===== src/rtl/bcd_adder_2digit.sv =====
// Registered two-digit BCD adder with a carry-in, producing a hundreds bit plus
// tens and units digits one cycle after in_valid. err flags non-BCD input digits.
module bcd_adder_2digit (
    input  logic       clk,
    input  logic       rst,
    input  logic       in_valid,
    input  logic [3:0] a1,
    input  logic [3:0] a0,
    input  logic [3:0] b1,
    input  logic [3:0] b0,
    input  logic       cin,
    output logic       bcd2,
    output logic [3:0] bcd1,
    output logic [3:0] bcd0,
    output logic       out_valid,
    output logic       err
);

    logic [4:0] s0, s1;
    logic [4:0] s0_adj, s1_adj;
    logic       c0;

    logic       bcd2_d, bcd2_q;
    logic [3:0] bcd1_d, bcd1_q;
    logic [3:0] bcd0_d, bcd0_q;
    logic       out_valid_d, out_valid_q;
    logic       err_d, err_q;

    always_comb begin
        // Sums are at most 31, so 5 bits hold them. The +6 correction may wrap
        // past 31, but only the low nibble of the corrected sum is kept.
        s0     = {1'b0, a0} + {1'b0, b0} + {4'd0, cin};
        s0_adj = s0 + 5'd6;
        c0     = (s0 > 5'd9);

        s1     = {1'b0, a1} + {1'b0, b1} + {4'd0, c0};
        s1_adj = s1 + 5'd6;

        bcd2_d      = bcd2_q;
        bcd1_d      = bcd1_q;
        bcd0_d      = bcd0_q;
        err_d       = err_q;
        out_valid_d = 1'b0;

        if (in_valid) begin
            bcd0_d      = c0 ? s0_adj[3:0] : s0[3:0];
            bcd2_d      = (s1 > 5'd9);
            bcd1_d      = bcd2_d ? s1_adj[3:0] : s1[3:0];
            err_d       = (a1 > 4'd9) | (a0 > 4'd9) | (b1 > 4'd9) | (b0 > 4'd9);
            out_valid_d = 1'b1;
        end
    end

    always_ff @(posedge clk) begin
        if (rst) begin
            bcd2_q      <= 1'b0;
            bcd1_q      <= 4'd0;
            bcd0_q      <= 4'd0;
            out_valid_q <= 1'b0;
            err_q       <= 1'b0;
        end else begin
            bcd2_q      <= bcd2_d;
            bcd1_q      <= bcd1_d;
            bcd0_q      <= bcd0_d;
            out_valid_q <= out_valid_d;
            err_q       <= err_d;
        end
    end

    assign bcd2      = bcd2_q;
    assign bcd1      = bcd1_q;
    assign bcd0      = bcd0_q;
    assign out_valid = out_valid_q;
    assign err       = err_q;

endmodule


===== config.mk =====
export PLATFORM = sky130hd
export DESIGN_NAME = bcd_adder_2digit
export DESIGN_NICKNAME = d
export VERILOG_FILES = /design/src/rtl/bcd_adder_2digit.sv
export SDC_FILE = /design/constraint.sdc
export NUM_CORES = 1
export LEC_CHECK = 0
export BUFFER_PORTS_ARGS = -buffer_cell sky130_fd_sc_hd__buf_2
export CORE_AREA = 2 2 45 47
export CTS_BUF_LIST = sky130_fd_sc_hd__clkbuf_8
export CTS_CLUSTER_DIAMETER = 60
export DETAILED_ROUTE_END_ITERATION = 10
export DIE_AREA = 0 0 47 49
export GPL_ROUTABILITY_DRIVEN = 0
export PLACE_DENSITY = 0.88
export SLEW_MARGIN = 20
export SYNTH_ARGS = -nofsm -noshare
export SYNTH_HDL_FRONTEND = slang
export SYNTH_SLANG_ARGS = --single-unit

===== constraint.sdc =====
create_clock -name clk -period 6.4 [get_ports clk]
set_input_delay 1.92 -clock clk [delete_from_list [all_inputs] [get_ports clk]]
set_output_delay 1.92 -clock clk [all_outputs]
set_load 0.03 [all_outputs]

==> results.json <==
{
  "status": "completed",
  "path_class": "input pin to register",
  "fin_setup_tns_ns": 0,
  "portBuffers": 30,
  "worstPathArrival_ns": 5.90,
  "slowest_stage": "fa_1",
  "cts.sinks": 11,
  "grt_max_degree": 16,
  "synth_seq_cells": 11,
  "overflow": 0,
  "period_needed_ns": 5.776,
  "coreArea_um2": 1842,
  "cellPowerDensity_nw_per_um2": 253.9,
  "hold_path_class": "register to register",
  "regToRegEndpoint": "bcd1[2]",
  "num_rows": 16,
  "io_pins": 31,
  "grt_pass1_wl_mm": 2.980,
  "timing.rr.start": "bcd1[2]",
  "r2r_cells": 3,
  "ctsHtreeMaxLevel": 1,
  "cp.required_ns": 6.53,
  "yosys_warnings": 0,
  "cts_buffers": 3,
  "initial_core_util": 0.4721,
  "reg2reg_setup_slack_ns": 5.57,
  "drc": 0,
  "startpoint": "a0[0]",
  "fin_ws_ns": 0.6240,
  "use_met2": 0.2763,
  "syn_nets": 129,
  "ir_worst_vdd_v": 0.0001103,
  "dp_hpwl_mm": 1.550,
  "yosys.area.top_type_share": 0.2532,
  "path_clk_slew_ns": 0.05,
  "fin_worst_skew_ns": 0,
  "cts_buffer_depth": 2,
  "netlist_instances": 96,
  "crit_family": "adder cells",
  "max_cap_viol_count": 0,
  "cts_tree": "yes",
  "use_met1": 0.2215,
  "slew_headroom": 0.7297,
  "synth_area_leader_cell": "dfxtp_1",
  "tightest_slew_ns": 0.4054,
  "endpoint_kind": "register",
  "worstPathMaxFanout": 4,
  "avgViaCountPerCell": 5.446,
  "grt_pass1_vias": 736,
  "ctsHoldBuffers": 0,
  "setup_violations": 0,
  "grt_util_met3": 0.02222,
  "cp-endpoint": "bcd1[2]",
  "syn_to_final_growth_pct": 26.76,
  "path_common_cell": "fa_1",
  "synth.cell_area_um2": 869.6,
  "finish.net_count": 164,
  "dr.first_iter.drc_count": 24,
  "synth_edf_count": 0,
  "start_kind": "input pin",
  "drive_above_1_share": 0.3154,
  "antenna_found_initial": 0,
  "clk_latency_ns": 0.24,
  "syn_avg_cell_area_um2": 9.058,
  "cts-resized-gates": 0,
  "fp.dieArea_um2": 2303,
  "ant_nets": 0,
  "rsz0062_at_grt": "false",
  "yosysUniqueCellTypes": 38,
  "crit_chain": "buf_2 -> fa_1 -> fa_1 -> xnor2_1 -> ha_1 -> a21boi_0 -> nor2_2 -> a21boi_2 -> fa_1 -> inv_1 -> fa_1 -> xnor2_1 -> nor3b_1 -> o31a_1 -> mux2_4",
  "num_vias": 855,
  "antenna_cells": 0,
  "fmaxAchievable_ghz": 0.1731,
  "cp.depth": 15,
  "synth_ff_type": "dfxtp_1",
  "async_flop_share": 0,
  "yosysMostFrequentCell": "dfxtp_1",
  "synth_common_cells": "dfxtp_1 (11), o21ai_0 (10), ha_1 (9), nor2_1 (7), inv_1 (6)",
  "synth_area_leaders": "dfxtp_1 (25%), ha_1 (13%), fa_1 (9.2%)",
  "hold_viol_final": 0,
  "grt_busiest_layer": "met2",
  "leakagePower_nw": 0.5296,
  "die_h_um": 49,
  "period_share": 0.9025,
  "drv_slew": 0,
  "routed_wl_mm": 1.840,
  "die_w_um": 47,
  "max_stage_delay_ns": 0.45,
  "pre_cts_ws_ns": 0.3661,
  "post_cts_buffers": 0,
  "seq_area_frac_synth": 0.2532,
  "fin_util": 0.5985,
  "drtPass1Iterations": 4,
  "grt_util_all_layers": 0.1761,
  "critPathBufInv": 2,
  "avgRoutedWirePerCell_um": 11.72,
  "cts-root-buf": "clkbuf_8"
}
==> worst min-delay path: stages, from the launching register on <==
cell and delay, ns:
dfxtp_1 0.30, nor2_1 0.08, a211oi_1 0.05
==> worst min-delay path by stage <==
| stage | from | endpoint | cells past startpoint |
|---|---|---|---|
| after floorplan | bcd1[0] | bcd1[0] | 2 |
| after global routing | bcd1[0] | bcd1[0] | 2 |
| after CTS | bcd1[0] | bcd1[0] | 2 |
| after detailed placement | bcd1[0] | bcd1[0] | 2 |
| after global placement | bcd1[0] | bcd1[0] | 2 |
| final | bcd1[0] | bcd1[0] | 2 |
==> report_power, final <==
group / leakage, nW / switching (mW) / total, mW / internal [mW]
clock network: 0.0269 / 0.0269 / 0.0691 / 0.0422
registers: 0.0913 / 0.00467 / 0.0843 / 0.0796
logic: 0.411 / 0.0760 / 0.127 / 0.0506
==> kinds of logic after synthesis <==
| group | after synthesis | synth area share |
|---|---|---|
| adders and majority gates | 13 | 0.2216 |
| and+or+nand+nor | 23 | 0.1353 |
| muxes | 3 | 0.04172 |
| AOI/OAI and AO/OA | 34 | 0.2677 |
| buffers and inverters | 7 | 0.03021 |
| xor gates and xnor gates | 5 | 0.05036 |
| DFF | 11 | 0.2532 |
==> sequential cells by signal, indices dropped and copies added, names as in the netlist <==
| register | cells |
|---|---|
| err | 1 |
| bcd2 | 1 |
| bcd0 | 4 |
| bcd1 | 4 |
| out_valid | 1 |
==> metal layers <==
| layer | up-vias | wire length (um) |
|---|---|---|
| met5 | - | 0 |
| met4 | 0 | 55 |
| met3 | 5 | 125 |
| met2 | 36 | 865 |
| met1 | 389 | 795 |
| li1 | 425 | - |
==> metrics by stage <==
stage	instances	area (um^2)	hold WS [ns]	power [mW]
after global routing	157	1102	0.4896	0.2983
final	157	1102	0.4756	0.2799
after global placement	153	1057	0.4647	0.2073
after CTS	157	1102	0.4811	0.2820
after detailed placement	153	1057	0.4744	0.2124
after floorplan	96	869.6	0.5975	0.1779
==> cell usage in the layout (no fill, tap or decap), types with 2 or more instances in the layout <==
cell type   n
fa_1        4
a211oi_1    4
nand2_1     5
nand4_1     4
dfxtp_1    11
clkbuf_8    3
ha_1        9
buf_2      30
a21o_1      2
a21oi_1     4
nor2_1      7
o21ai_0    10
inv_1       7
xnor2_1     4
==> cell type report <==
cell class / instances / area, um^2
Clock buffer: 3 / 41.29
Clock inverter: 1 / 3.754
Fill cell: 183 / 739.5
Inverter: 6 / 22.52
Multi-Input combinational cell: 78 / 623.1
Sequential cell: 11 / 220.2
Tap cell: 27 / 33.78
Timing Repair Buffer: 31 / 157.7
(Power assumes the default switching activity.)
